==> config.mk <==
export PLATFORM = sky130hd
export DESIGN_NAME = multiplexeur_rr_n
export DESIGN_NICKNAME = d
export VERILOG_FILES = /design/src/rtl/multiplexeur_rr_n_pkg.sv /design/src/rtl/arbitre_rr_n.sv /design/src/rtl/multiplexeur_rr_n.sv
export SDC_FILE = /design/constraint.sdc
export NUM_CORES = 1
export LEC_CHECK = 0
export CAP_MARGIN = 15
export CORE_MARGIN = 5
export CORE_UTILIZATION = 35
export CTS_CLUSTER_DIAMETER = 200
export DETAILED_ROUTE_END_ITERATION = 6
export PLACE_DENSITY = 0.73
export SYNTH_ARGS = -nofsm -noshare
export SYNTH_HDL_FRONTEND = slang
export SYNTH_SLANG_ARGS = --single-unit
==> constraint.sdc <==
create_clock -name clk -period 3.2 [get_ports clk]
set_input_delay 0.48 -clock clk [delete_from_list [all_inputs] [get_ports clk]]
set_output_delay 0.48 -clock clk [all_outputs]
set_load 0.05 [all_outputs]
==> src/rtl/multiplexeur_rr_n_pkg.sv <==
// Shared encodings for the registered round-robin packet multiplexer.
// Holds FSM state and mode constants plus a modulo-increment helper.
package multiplexeur_rr_n_pkg;

    localparam logic [0:0] ST_IDLE   = 1'b0;
    localparam logic [0:0] ST_LOCK   = 1'b1;

    localparam logic       MODE_RR   = 1'b0;
    localparam logic       MODE_FIXE = 1'b1;

    function automatic int wrap_inc(input int v, input int n);
        return (v + 1 >= n) ? 0 : v + 1;
    endfunction

endpackage

==> src/rtl/arbitre_rr_n.sv <==
// Combinational round-robin arbiter: rotate requests by the pointer,
// pick the lowest set bit, then rotate the index back.
module arbitre_rr_n
    import multiplexeur_rr_n_pkg::*;
#(
    parameter int NB_IN = 4,
    parameter int SEL_W = $clog2(NB_IN)
) (
    input  logic [NB_IN-1:0] req,
    input  logic [SEL_W-1:0] rr_ptr,
    output logic [SEL_W-1:0] gnt_idx,
    output logic             gnt_ok
);

    localparam logic [SEL_W:0] NB_W = (SEL_W+1)'(NB_IN);

    logic [2*NB_IN-1:0] dbl;
    logic [NB_IN-1:0]   rot;
    logic [SEL_W-1:0]   pos;
    logic [SEL_W:0]     sum;

    always_comb begin
        // bit i of rot is req[(i + rr_ptr) mod NB_IN]
        dbl    = {req, req} >> rr_ptr;
        rot    = dbl[NB_IN-1:0];
        gnt_ok = 1'b0;
        pos    = '0;
        for (int i = 0; i < NB_IN; i++) begin
            if (!gnt_ok && rot[i]) begin
                gnt_ok = 1'b1;
                pos    = SEL_W'(i);
            end
        end
        sum = {1'b0, pos} + {1'b0, rr_ptr};
        if (sum >= NB_W) begin
            sum = sum - NB_W;
        end
        gnt_idx = sum[SEL_W-1:0];
    end

endmodule

==> src/rtl/multiplexeur_rr_n.sv <==
// Registered N-to-1 packet mux: round-robin or fixed channel selection,
// packets never interleaved, one-beat output register with full throughput.
module multiplexeur_rr_n
    import multiplexeur_rr_n_pkg::*;
#(
    parameter int WIDTH = 8,
    parameter int NB_IN = 4,
    parameter int SEL_W = $clog2(NB_IN)
) (
    input  logic                   clk,
    input  logic                   reset,
    input  logic                   mode,
    input  logic [SEL_W-1:0]       sel_fixe,
    input  logic [NB_IN*WIDTH-1:0] in_data,
    input  logic [NB_IN-1:0]       in_valid,
    input  logic [NB_IN-1:0]       in_last,
    output logic [NB_IN-1:0]       in_ready,
    output logic [WIDTH-1:0]       out_data,
    output logic                   out_valid,
    output logic                   out_last,
    output logic [SEL_W-1:0]       out_src,
    input  logic                   out_ready
);

    logic [0:0]       state_q, state_d;
    logic [SEL_W-1:0] grant_q, grant_d;
    logic [SEL_W-1:0] rr_ptr_q, rr_ptr_d;
    logic [WIDTH-1:0] data_q, data_d;
    logic             valid_q, valid_d;
    logic             last_q, last_d;
    logic [SEL_W-1:0] src_q, src_d;

    logic [SEL_W-1:0] arb_idx;
    logic             arb_ok;
    logic             fix_ok;
    logic [WIDTH-1:0] sel_data;
    logic             sel_valid;
    logic             sel_last;
    logic             take;
    logic             accept;

    arbitre_rr_n #(
        .NB_IN (NB_IN)
    ) u_arb (
        .req     (in_valid),
        .rr_ptr  (rr_ptr_q),
        .gnt_idx (arb_idx),
        .gnt_ok  (arb_ok)
    );

    // Out-of-range sel_fixe matches no channel, so it never grants.
    always_comb begin
        fix_ok    = 1'b0;
        sel_data  = '0;
        sel_valid = 1'b0;
        sel_last  = 1'b0;
        for (int i = 0; i < NB_IN; i++) begin
            if (sel_fixe == SEL_W'(i)) begin
                fix_ok = in_valid[i];
            end
            if (grant_q == SEL_W'(i)) begin
                sel_data  = in_data[i*WIDTH +: WIDTH];
                sel_valid = in_valid[i];
                sel_last  = in_last[i];
            end
        end
    end

    assign take   = !valid_q || out_ready;
    assign accept = (state_q == ST_LOCK) && sel_valid && take;

    always_comb begin
        in_ready = '0;
        if (state_q == ST_LOCK) begin
            for (int i = 0; i < NB_IN; i++) begin
                if (grant_q == SEL_W'(i)) begin
                    in_ready[i] = take;
                end
            end
        end
    end

    always_comb begin
        state_d  = state_q;
        grant_d  = grant_q;
        rr_ptr_d = rr_ptr_q;
        unique case (state_q)
            ST_IDLE: begin
                if (mode == MODE_RR) begin
                    if (arb_ok) begin
                        grant_d = arb_idx;
                        state_d = ST_LOCK;
                    end
                end else if (fix_ok) begin
                    grant_d = sel_fixe;
                    state_d = ST_LOCK;
                end
            end
            ST_LOCK: begin
                if (accept && sel_last) begin
                    state_d  = ST_IDLE;
                    rr_ptr_d = SEL_W'(wrap_inc(int'(grant_q), NB_IN));
                end
            end
        endcase
    end

    // Drain and reload in the same cycle keeps valid high.
    always_comb begin
        data_d  = data_q;
        valid_d = valid_q;
        last_d  = last_q;
        src_d   = src_q;
        if (accept) begin
            data_d  = sel_data;
            last_d  = sel_last;
            src_d   = grant_q;
            valid_d = 1'b1;
        end else if (valid_q && out_ready) begin
            valid_d = 1'b0;
        end
    end

    always_ff @(posedge clk or posedge reset) begin
        if (reset) begin
            state_q  <= ST_IDLE;
            grant_q  <= '0;
            rr_ptr_q <= '0;
            data_q   <= '0;
            valid_q  <= 1'b0;
            last_q   <= 1'b0;
            src_q    <= '0;
        end else begin
            state_q  <= state_d;
            grant_q  <= grant_d;
            rr_ptr_q <= rr_ptr_d;
            data_q   <= data_d;
            valid_q  <= valid_d;
            last_q   <= last_d;
            src_q    <= src_d;
        end
    end

    assign out_data  = data_q;
    assign out_valid = valid_q;
    assign out_last  = last_q;
    assign out_src   = src_q;

endmodule
==> Yosys cells after proc, flatten, opt, wreduce, memory -nomap -nowiden <==
Cells that the tools add are included.
{ "word_totals": {"wordCells": 79, "out_inout_bits": 16, "inputBits": 46, "ff_bits": 17} }
{ "classes": {"muxes": 40, "shift": 1, "bitwise_logic": 1, "eq_ne": 7, "reduce_logical": 18, "order_cmp": 2, "addsub": 3} }
{ "op_table": {"columns": ["cell", "count"], "rows": [
  ["8-bit two-way mux", 4],
  ["1-bit two-way mux", 27],
  ["2-bit two-way mux", 7],
  ["2-bit == test (second input constant)", 4],
  ["8-bit by 2-bit >> shifter with 4-bit output", 1],
  ["1-bit logical AND", 7],
  ["3-bit >= comparator (second input constant)", 2],
  ["2-bit by 1-bit == test with 1-bit output (second input constant)", 2],
  ["1-bit zero test", 4],
  ["2-bit zero test", 2],
  ["4-bit two-way mux", 1],
  ["2-bit nonzero test", 2],
  ["2-bit by 1-bit adder with 3-bit output (second input constant)", 1],
  ["2-bit by 2-bit adder with 3-bit output", 1],
  ["3-bit AND reduction", 1],
  ["2-bit by 1-bit inequality test with 1-bit output (second input constant)", 1],
  ["1-bit case mux with 2 select lines", 1],
  ["2-bit AND reduction", 1],
  ["2-bit by 1-bit subtractor with 2-bit output (second input constant)", 1],
  ["1-bit logical OR", 1],
  ["1-bit NOT", 1]
]} }

==> Depth between registers and ports, before layout <==
Gate-level depths: netlist of the first run.
{ "depth": {"ltp_word": 16, "ltp_mapped": 10, "ltp_nobuf": 9} }

==> Hierarchy <==
A second synthesis of the first run with hierarchy kept.
{ "unflattened": {"hier_cells": 138, "area_unflattened_um2": 1302.5} }
{ "modules_own_cells": {"columns": ["module", "cells_per_inst", "seq_area_each_um2", "area_each_um2", "instances"], "rows": [
  ["multiplexeur_rr_n", 110, 425.4, 1112.3, 1],
  ["arbitre_rr_n", 28, 0.0, 190.2, 1]
]} }

==> Worst setup path before layout of the first run <==
OpenSTA, ideal clock, no wires.
{ "synth_path": {"path_type": "reg2out", "start": "register grant_q[0]", "end": "output port in_ready[2]", "arrival_ns": 1.619, "stages_incl_launch_ff": 6, "path_slack_ns": 1.101, "n_path_buf": 2, "t_required_ns": 2.720, "path_cell_list": "dfrtp_1 > inv_1 > ha_1 > buf_2 > buf_1 > and3_1"} }
{ "synth_between": {"elab_chain_len": 3} }
{ "synth_rtl": {"columns": ["element", "line", "rtl"], "rows": [
  ["start: declaration", "multiplexeur_rr_n.sv:26", "logic [SEL_W-1:0] grant_q, grant_d;"],
  ["start signal: assignment", "multiplexeur_rr_n.sv:135", "grant_q <= grant_d;"],
  ["2-bit == test", "multiplexeur_rr_n.sv:76", "if (grant_q == SEL_W'(i)) begin"],
  ["1-bit two-way mux", "multiplexeur_rr_n.sv:76", null],
  ["4-bit two-way mux", "multiplexeur_rr_n.sv:74", "if (state_q == ST_LOCK) begin"],
  ["end: declaration", "multiplexeur_rr_n.sv:17", "output logic [NB_IN-1:0] in_ready,"]
]} }
No other way between the ends.

==> Worst setup path after layout of the first run <==
{ "layout_path": {"start": "register grant_q[1]", "end": "output port in_ready[1]"} }
{ "layout_between": {"elab_chain_len": 3} }
{ "layout_rtl": {"columns": ["element", "line"], "rows": [
  ["2-bit by 1-bit == test with 1-bit output", "multiplexeur_rr_n.sv:76"],
  ["1-bit two-way mux", "multiplexeur_rr_n.sv:76"],
  ["4-bit two-way mux", "multiplexeur_rr_n.sv:74"]
]} }
No other way between the ends.

==> results of run 1 <==
[placed cells by master (no fill, tap or decap), drive strengths merged, types with 2 or more instances in the layout]
master,count
clkdlybuf4s50,61
nand2,24
a21oi,22
dfrtp,17
nor2,11
nand3b,10
o211ai,8
o21a,8
inv,7
ha,5
o21ai,5
nand2b,4
buf,4
mux2,4
and3,3
clkbuf,3
a22oi,2
nor2b,2
xnor2,2
o32ai,2
nor3,2
[cell type report]
cell class              count  area share, %
multi-input cells         126           40.7
clock inverters             1          0.371
clock buffers               3           2.04
inverters                   7           1.30
flip-flops and latches     17           21.0
repair buffers             65           31.6
well taps                  48           2.96
[cells by family after synthesis]
kind of cell	Yosys count
flops	17
buf+inv	18
mux	6
fa+ha+maj	5
simple gates	59
xor+xnor	2
compound gates	54
[flip-flops by register name, summed over array words and instances, names as in the netlist]
| register | flops |
|---|---|
| grant_q | 2 |
| out_src | 2 |
| out_valid | 1 |
| rr_ptr_q | 2 |
| out_data | 8 |
| state_q | 1 |
| out_last | 1 |
[metrics by stage]
step                area, um^2  std cells  hold WS, ps  power, mW  utilization, %
floorplan                 1340        161          406       1.45               -
global placement          1980        263          472       1.86            53.6
detailed placement        1980        263          479       1.88            53.6
CTS                       2030        267          495       2.05            54.9
global route              2030        267          519       2.19            54.9
finish                    2030        267          490       2.04            54.9
[Yosys cell counts, drive strengths merged]
library cell	number	area, um^2
mux2i	1	10.0
ha	5	62.6
o22ai	1	6.26
nand3b	10	75.1
nor2b	2	12.5
a311oi	1	15.0
nor2	11	43.8
or2b	1	7.51
and3	3	18.8
o211ai	8	60.1
o21bai	1	7.51
o21a	8	60.1
nand2	24	90.1
or3	1	7.51
buf	8	51.3
a21oi	22	110
o21ai	5	28.8
inv	7	26.3
dfrtp	17	425
or4	1	11.3
a22o	1	8.76
nor3	2	15.0
nand2b	4	25.0
clkbuf	3	11.3
a22oi	2	15.0
mux4	1	26.3
mux2	4	48.8
a31oi	1	6.26
xnor2	2	17.5
a21o	1	8.76
o2bb2ai	1	8.76
o32ai	2	17.5
[worst max-delay path by stage]
stage,start,to,cells after the start
floorplan,grant_q[0],in_ready[2],5
global placement,out_ready,in_ready[3],5
detailed placement,out_ready,in_ready[3],5
CTS,grant_q[1],in_ready[1],4
global route,grant_q[1],in_ready[1],4
finish,grant_q[1],in_ready[1],4
[report_power, final]
group          internal, mW  leakage, nW  total, mW  switching (mW)
Clock                0.0876       0.0217      0.167          0.0793
Combinational         0.599        0.576       1.45           0.849
Sequential            0.330        0.195      0.423          0.0933
Total                  1.02        0.793       2.04            1.02
[layer usage]
metal | track usage (%) | vias to the layer above
li1 | - | 690
met1 | 19.2 | 641
met2 | 22.9 | 34
met3 | 1.82 | 2
met4 | 4.18 | 0
met5 | 0 | -
==> flow_metrics.py, run 1 <==
metrics = {
    "status": {
        "status": "finished clean",
    },
    "cells_and_area": {
        "diodes": 0,
        "areaGrowthSynthToFinish_pct": 51.3,
        "n_fill_cell": 357,
        "layout.area.seq_um2": 425,
        "fin_nets": 271,
        "drive_gt1_share_pct": 8.68,
        "multiInputGateArea_um2": 825,
    },
    "clocking": {
        "h-tree-depth": 1,
        "clk_latency_ps": 250,
        "cts_resized": 0,
        "cts-buffers-inserted": 3,
        "cts_sinks": 17,
        "post_cts_buffers": 0,
        "clockBufferDepth": 2,
        "cts_tree": "built",
        "clkTransAtPathRegs_ps": 70,
        "cts_root_buffer": "clkbuf_8",
        "ctsHoldBuffers": 0,
    },
    "job": {
        "drv_cap": 0,
    },
    "synth": {
        "synth_top_family_by_area": "compound AO/OA/AOI/OAI gates",
        "synth.mux.area_fraction_pct": 6.36,
        "synth_xor_area_share_pct": 1.31,
        "synth_fa_ha_area_share_pct": 4.67,
        "synth.net_count": 212,
        "syn_inst": 161,
        "synth-simple-area-share_pct": 22.9,
        "yosysUniqueCellTypes": 38,
        "syn-mean-instance-area_um2": 8.32,
        "ys_seq_area_share_pct": 31.8,
        "syn_area_um2": 1340,
        "yosys_warnings": 0,
        "synth_compound_area_share_pct": 26.4,
        "ys_ff_latch": 17,
    },
    "timing": {
        "slew_viol_final": 0,
        "fin_setup_tns_ps": 0,
        "fin_ws_ps": 350,
        "fin_skew_ps": 1.45,
        "fmax_mhz": 351,
        "rsz0062_at_grt": "false",
        "min_period_ps": 2850,
        "hold_viol": 0,
        "period_share_pct": 89.1,
        "slew_headroom_pct": 56.2,
        "tightestPinTransition_ps": 656,
        "setup_viol": 0,
    },
    "setup_path": {
        "timing.rr.end": "out_data[3]",
        "slowest_stage": "clkdlybuf4s50_1",
        "worst-r2r-cell-count": 7,
        "arrival_ps": 2370,
        "cp-start-kind": "flop",
        "cp_num_buf_inv": 2,
        "cp_top_family": "buffers and inverters",
        "r2r_start": "grant_q[1]",
        "endpoint_kind": "output pin",
        "slowest_delay_ps": 800,
        "ff2ff_setup_slack_ps": 710,
        "path_class": "flop to output pin",
        "cp_max_fo": 21,
        "cp.required_ps": 2720,
        "path_cells": "inv_1 -> ha_1 -> and3_1 -> clkdlybuf4s50_1",
    },
    "drt": {
        "drt-met1-wl_um": 1780,
        "drc_errors": 0,
        "maxUsedRoutingLayer": "met4",
        "wl_met2_um": 1790,
        "drtIter0Drc": 44,
        "routed_wl_um": 3760,
        "wl_per_cell_um": 14.1,
        "vias": 1367,
        "met3_length_um": 157,
        "viasPerCell": 5.12,
        "ant_nets": 0,
        "first_pass_iters": 4,
    },
    "global_routing": {
        "grt.total_usage_pct": 14.0,
        "antenna_found_initial": 0,
        "gr-total-overflow": 0,
        "grt_pass1_vias": 1251,
        "grt_max_degree": 23,
        "grt_pass1_wl_um": 5810,
    },
    "die": {
        "dieArea_um2": 5160,
        "core.rowCount": 22,
        "die_x_um": 71.8,
        "io_pins": 62,
        "start_util_pct": 36.3,
        "core_area_um2": 3690,
        "die_height_um": 71.8,
    },
    "pwr": {
        "p_leak_nw": 0.793,
        "p_per_area_nw_per_um2": 1010,
        "peakVddDrop_mv": 0.874,
    },
    "hold_path": {
        "whs_endpoint": "out_data[6]",
        "hold-path-cell-count": 1,
        "hp-start": "out_data[6]",
        "hold_path_class": "flop to flop",
    },
    "placed_design": {
        "pre_cts_ws_ps": 596,
        "gp_congestion": 0.792,
        "io_buffers": 61,
        "post-dp-hpwl_um": 2910,
    },
}
Power figures use the tool's default switching activity.
==> run 2: changes to the inputs <==
CORE_UTILIZATION = 30   (was 35)
PLACE_DENSITY = 0.64   (was 0.73)
==> run 2 against run 1 <==
Compared with the run above:
- final cell count is 1.5% higher
- clock-buffer cell count stayed put
- maximum frequency is 1.1% higher
- sequential cell count stayed put
- utilization is 8.3 points lower
- die area is 14% higher
- global-route usage is 1.7 points lower
- highest routed layer unchanged
==> flow_metrics.py, run 2 (synthesis results as in run 1) <==
metrics = {
    "cells_and_area": {
        "areaGrowthSynthToFinish_pct": 51.5,
        "largest_register_ffs": 8,
        "n_fill_cell": 451,
        "final_common_cell": "clkdlybuf4s50_1",
        "drive_gt1_share_pct": 8.68,
        "layout.area.seq_um2": 425,
        "diodes": 0,
        "mostFrequentLayoutCells": "61 x clkdlybuf4s50_1, 24 x nand2_1, 22 x a21oi_1",
        "fin_nets": 271,
        "multiInputGateArea_um2": 825,
    },
    "global_routing": {
        "gr-total-overflow": 0,
        "grt_pass1_wl_um": 6120,
        "antenna_found_initial": 0,
        "grt_max_degree": 22,
        "grt.total_usage_pct": 12.3,
        "grt_pass1_vias": 1251,
    },
    "clocking": {
        "post_cts_buffers": 0,
        "cts_root_buffer": "clkbuf_8",
        "cts_resized": 0,
        "ctsHoldBuffers": 0,
        "cts_tree": "built",
        "clkTransAtPathRegs_ps": 70,
        "clockBufferDepth": 2,
        "h-tree-depth": 1,
        "cts_sinks": 17,
        "clk_latency_ps": 250,
        "cts-buffers-inserted": 3,
    },
    "timing": {
        "slew_viol_final": 0,
        "min_period_ps": 2820,
        "rsz0062_at_grt": "false",
        "period_share_pct": 88.1,
        "fmax_mhz": 355,
        "tightestPinTransition_ps": 650,
        "hold_viol": 0,
        "setup_viol": 0,
        "fin_setup_tns_ps": 0,
        "fin_skew_ps": 3.17,
        "slew_headroom_pct": 56.6,
    },
    "hold_path": {
        "hold_path_class": "flop to flop",
        "hold-path-cell-count": 1,
    },
    "drt": {
        "first_pass_iters": 4,
        "routed_wl_um": 3640,
        "vias": 1300,
        "drc_errors": 0,
        "wl_per_cell_um": 13.4,
        "drtIter0Drc": 48,
        "ant_nets": 0,
        "viasPerCell": 4.80,
    },
    "placed_design": {
        "io_buffers": 61,
        "post-dp-hpwl_um": 2920,
        "gp_congestion": 0.776,
    },
    "die": {
        "io_pins": 62,
        "die_height_um": 76.8,
        "core.rowCount": 24,
        "die_x_um": 76.8,
        "dieArea_um2": 5900,
        "start_util_pct": 30.7,
        "core_area_um2": 4350,
    },
    "setup_path": {
        "path_class": "flop to output pin",
        "cp-start-kind": "flop",
        "endpoint_kind": "output pin",
        "arrival_ps": 2340,
        "worst-r2r-cell-count": 6,
        "cp.required_ps": 2720,
        "cp_max_fo": 21,
    },
    "job": {
        "drv_cap": 0,
    },
    "status": {
        "status": "finished clean",
    },
    "pwr": {
        "finalPower_mw": 2.02,
        "p_leak_nw": 0.797,
        "peakVddDrop_mv": 0.541,
        "p_per_area_nw_per_um2": 995,
    },
}
==> run 2: cell count changes in the layout (fill, tap and decap cells not counted) <==
cell        previous run  this run
clkinv_2               0         1
clkinvlp_4             1         0
==> run 2: report_power, final <==
group          leakage (nW)  switching [mW]  total (mW)  internal [mW]
combinational         0.576           0.833        1.44          0.605
sequential            0.195          0.0913       0.421          0.330
clock                0.0255          0.0738       0.160         0.0863
==> run 2: worst paths after layout <==
path | startpoint | end | slack [ps]
max in group asynchronous | reset | out_data[4] | 2170
worst max-delay path | grant_q[1] | in_ready[1] | 380
min in group asynchronous | reset | out_data[3] | 610
worst min-delay path | out_data[5] | out_data[5] | 500
worst max register to register | grant_q[1] | rr_ptr_q[1] | 800
worst min register to register | out_data[5] | out_data[5] | 500
==> run 2: per-stage QoR <==
step	util, %	setup slack (ps)	hold WS (ps)	std cells	area (um^2)
after global placement	45.5	605	472	267	1980
after detailed placement	45.5	582	483	267	1980
after CTS	46.6	363	500	271	2030
after floorplan	-	1100	406	161	1340
final	46.6	381	495	271	2030
after global routing	46.6	212	520	271	2030
==> run 2: layout make-up <==
cell class	count	area share (%)
inverter	7	1.30
clock buffer	3	2.04
multi-input combinational	126	40.7
clock inverter	1	0.247
sequential	17	21.0
tap	52	3.21
timing repair buffer	65	31.6
==> run 2: routing by layer <==
metal	vias up	global-route usage, %	wire [um]
met5	-	0	0
li1	686	-	-
met3	2	2.58	146
met1	588	15.0	1570
met4	0	2.10	31
met2	24	22.2	1890
==> run 2: worst max-delay path, cell delays in order (launching register included) <==
cell	delay (ps)
dfrtp_1	410
inv_1	110
ha_1	530
and3_1	240
clkdlybuf4s50_1	800
==> run 3: changes to the inputs <==
SLEW_MARGIN = 0   (was default)
==> results of run 3 <==
Final layout, timing and power as in run 2 (identical DEF).
==> RTL change 1 (settings of run 1) <==
Add an input register stage for `mode`, with the module's reset; this delays it by one clock. The other inputs are not delayed to match.
--- a/src/rtl/multiplexeur_rr_n.sv
+++ b/src/rtl/multiplexeur_rr_n.sv
@@ -21,6 +21,16 @@
     output logic [SEL_W-1:0]       out_src,
     input  logic                   out_ready
 );
+
+    logic mode_q;
+
+    always_ff @(posedge clk or posedge reset) begin
+        if (reset) begin
+            mode_q <= '0;
+        end else begin
+            mode_q <= mode;
+        end
+    end
 
     logic [0:0]       state_q, state_d;
     logic [SEL_W-1:0] grant_q, grant_d;
@@ -86,7 +96,7 @@
         rr_ptr_d = rr_ptr_q;
         unique case (state_q)
             ST_IDLE: begin
-                if (mode == MODE_RR) begin
+                if (mode_q == MODE_RR) begin
                     if (arb_ok) begin
                         grant_d = arb_idx;
                         state_d = ST_LOCK;
Function: changed (a bounded check fails within 4 cycles, from zero or initial values and one cycle with reset high).
==> RTL change 1 against run 1 <==
Setup slack got worse by 0.13 ns. Count of clock-buffer cells in the layout rose by 1. Cell area rose by 6.0%. Sequential cell count rose by 1. Power rose by 5.9%. Wire length rose by 13%. Clock power rose by 13%. Area after synthesis rose by 7.8%. Die area rose by 6.7%. Critical endpoint is now in_ready[2]. Largest power group unchanged. Highest routed layer unchanged.
==> RTL change 1: results (changes against run 1) <==
Placement
  – Final RePlAce weighted congestion: 0.852 (+7.7%)
  – Detail Placement HPWL: 3290 um (+13%)

Detailed routing
  – Metal1 wirelength: 1950 um (+9.5%)
  – Routed length on met2: 2070 um (+16%)
  – Total via count after detailed routing: 1,376 (+0.66%)
  – Wire length per cell: 16.4 um (+16%)
  – Detailed route wirelength on metal3: 152 um (-3.2%)

Layout
  – Clock Network Area Fraction: 2.56% (+0.16 points)
  – Layout inverter count without the clock tree: 8 (+1)
  – Number of clock buffers in the layout: 4 (+1)
  – Register fraction of the total cell area: 21.0% (-0.022 points)
  – Share of the final layout cell area in multi-input gates: 42.1% (+1.4 points)
  – Final-stage net count: 261 (-3.7%)
  – Non-clock buffer contribution to total cell area: 30.0% (-1.6 points)
  – Filler cells: 378 (+5.9%)

Hold path
  – Worst hold start: out_data[0]
  – Hold path endpoint: out_data[0]

Setup path
  – Crit path DAT: 2.50 ns (+0.13 ns)
  – Destination of the critical timing path: in_ready[2]
  – Reg-to-Reg End: out_data[6]
  – Maximum fanout count along the critical path: 12 (-43%)
  – Slack of the worst reg-to-reg path: 0.61 ns (-0.10 ns)

Synthesis
  – Most common library cells after synthesis: 18 x sky130_fd_sc_hd__dfrtp_1, 13 x sky130_fd_sc_hd__nand2_1, 10 x sky130_fd_sc_hd__nor2b_1, 9 x sky130_fd_sc_hd__mux2_4, 9 x sky130_fd_sc_hd__o31ai_1
  – Proportion of synthesized chip area in sequential cells: 31.2% (-0.55 points)
  – Synthesized net count: 203 (-4.2%)
  – Number of distinct library cells after synthesis: 44 (+16%)

Global route
  – Met3 global-route usage: 2.84% (+1.0 points)
  – Met1 Resource Use GR: 21.8% (+2.5 points)
  – Pin count of the biggest net entering global routing: 19 (-17%)
  – First-pass GRT wire length: 6680 um (+15%)
  – Via count of the first global-routing pass: 1,348 (+7.8%)

Clock network
  – Clock Sink Count: 18 (+1)

Timing
  – Fin Clk Skew: 0.00114 ns (-0.000302 ns)
  – Worst-case headroom to the max-slew limit: 52.8% (-3.4 points)

Pwr
  – Switching part of the total: 47.9% (-2.2 points)
  – Pwr/cell area: 1010 mW/mm2 (-0.11%)
  – Comb pwr share: 70.8% (-0.2 points)
  – Largest voltage drop on the vdd net: 0.000452 V (-48%)

Status
  – Outcome: finished clean
## RTL change 1: cell types whose count changed in the layout (fill, tap and decap cells not counted), sizes merged, moves of 6 or more
cell,change
mux2,+7
nand3b,-8
nand2,-11
a21oi,-19
o21a,-8
o31ai,+9
a221oi,+8
o211ai,-6
nor2b,+8
## RTL change 1: metrics by stage
step	setup slack, ns	power, mW	instances	util (%)	hold slack (ns)
final	0.224	2.16	259	53.7	0.515
after global routing	0.0965	2.30	259	53.7	0.527
after CTS	0.201	2.15	258	53.4	0.520
after detailed placement	0.330	1.95	254	52.0	0.496
after global placement	0.381	1.94	254	52.0	0.497
after floorplan	0.977	1.55	152	-	0.419
## RTL change 1: cells by family after synthesis
group / Yosys count / share of synthesized area (%)
AND/OR/NAND/NOR: 53 / 20.4
AO/OA/AOI/OAI: 41 / 23.5
buffers and inverters: 20 / 6.07
flip-flops: 18 / 31.2
multiplexers: 14 / 13.9
adder cells (fa/ha/maj): 5 / 4.34
XOR/XNOR: 1 / 0.607
==> RTL change 2 (flow settings as in run 1) <==
Without the edit above. `WIDTH`: 8 -> 6.
--- a/src/rtl/multiplexeur_rr_n.sv
+++ b/src/rtl/multiplexeur_rr_n.sv
@@ -3,7 +3,7 @@
 module multiplexeur_rr_n
     import multiplexeur_rr_n_pkg::*;
 #(
-    parameter int WIDTH = 8,
+    parameter int WIDTH = 6,
     parameter int NB_IN = 4,
     parameter int SEL_W = $clog2(NB_IN)
 ) (
Ports: changed (resized in_data and out_data); port bits go from 62 to 52. The function was not compared with the original's and may differ.
==> RTL change 2 against run 1 <==
Clock skew decreased by 0.00086 ns. Setup slack improved by 0.073 ns. Cell area decreased by 15%. Wire length decreased by 12%. Via count decreased by 12%. Area after synthesis decreased by 13%. Synthesized cell count decreased by 15%. Cell count decreased by 14%. Global-route usage increased by 0.95 points. First-iteration DRC count increased to 4.0 times the old value. Sequential share of layout area increased by 0.79 points. Sequential cell count decreased by 2. Power decreased by 21%. Core utilization decreased by 2.5 points.
==> RTL change 2: results (changes against run 1) <==
Layout
  – Non-clock buffers: 54 (-17%)
  – Fraction of layout instances using a drive strength above 1: 8.70% (+0.020 points)
  – Clock Network Area Fraction: 1.60% (-0.81 points)
  – Number of flip-flops under the largest register name: 6 (-2)
  – Area occupied by multi-input gates: 707 um2 (-14%)
  – Non-clock buffer contribution to total cell area: 30.9% (-0.69 points)

Setup path
  – Slack of the worst reg-to-reg path: 0.81 ns (+0.10 ns)
  – Crit path DAT: 2.30 ns (-0.07 ns)

Synthesis
  – Proportion of synthesized chip area in sequential cells: 32.2% (+0.45 points)
  – Share of synthesized cell area in full adder, half adder and majority cells: 5.37% (+0.70 points)
  – Synthesized-area fraction occupied by ao, oa, aoi and oai cells: 23.0% (-3.4 points)
  – Top cells by area in the synthesized netlist: sky130_fd_sc_hd__dfrtp_1 32%, sky130_fd_sc_hd__nand2_1 5.5%, sky130_fd_sc_hd__ha_1 5.4%, sky130_fd_sc_hd__a21oi_1 4.7%, sky130_fd_sc_hd__nor2b_1 4.3%
  – Multiplexer share of the synthesized area: 6.98% (+0.63 points)

Status
  – Outcome: finished clean

Global route
  – First-pass GRT wire length: 5310 um (-8.7%)

Clock network
  – Clock Sink Count: 15 (-2)
  – Worst skew pair latency: 0.28 ns (+0.03 ns)

Timing
  – Worst hold margin: 0.490 ns (-0.000415 ns)
  – Worst-case headroom to the max-slew limit: 62.0% (+5.8 points)

Detailed routing
  – First-iteration detailed-routing DRC count: 174 (+300%)
  – Initial DRT Pass Iterations: 6 (+2)
  – Total via count after detailed routing: 1,208 (-12%)

Pwr
  – Share of power burned in the clock network: 6.7% (-1.5 points)

Hold path
  – Worst hold start: out_data[0]
  – Hold path endpoint: out_data[0]

Placement
  – Buffers added on ports: 51 (-16%)
## RTL change 2: cell count changes after synthesis, sizes merged, moves of 7 or more
cell,before,now
a21oi,22,11
o21ai,5,12
nand2,24,17
o21a,8,1
nand3b,10,2
nor3,2,9
o211ai,8,0
nor2,11,3
## RTL change 2: logic make-up after synthesis
group	after synthesis
flip-flops	15
XOR/XNOR	2
AND/OR/NAND/NOR	52
adder cells (fa/ha/maj)	5
AO/OA/AOI/OAI	40
buffers and inverters	17
multiplexers	6
## RTL change 2: worst max path at each step
stage / from / end / slack (ns) / depth (start not counted)
finish: grant_q[1] / in_ready[1] / 0.42 / 4
global route: grant_q[1] / in_ready[1] / 0.29 / 4
CTS: grant_q[1] / in_ready[1] / 0.42 / 4
detailed placement: out_ready / in_ready[3] / 0.53 / 4
global placement: out_ready / in_ready[0] / 0.55 / 4
floorplan: grant_q[0] / in_ready[2] / 1.11 / 5
## RTL change 2: worst max-delay path: stages, from the launching register on
cell	delay [ns]
sky130_fd_sc_hd__dfrtp_1	0.43
sky130_fd_sc_hd__inv_1	0.14
sky130_fd_sc_hd__ha_1	0.42
sky130_fd_sc_hd__and3_1	0.22
sky130_fd_sc_hd__clkdlybuf4s50_1	0.80
## RTL change 2: layer usage
metal	vias up	GRT usage [%]	routed length, um
met3	4	4.33	271
met4	0	4.81	42
met5	-	0	0
met1	566	18.1	1400
met2	50	25.3	1620
li1	588	-	-
## RTL change 2: per-stage QoR
step	std cells	cell area, um2	setup slack, ns
finish	230	1720	0.424
detailed placement	226	1700	0.529
global route	230	1720	0.293
floorplan	137	1160	1.11
CTS	230	1720	0.416
global placement	226	1700	0.547
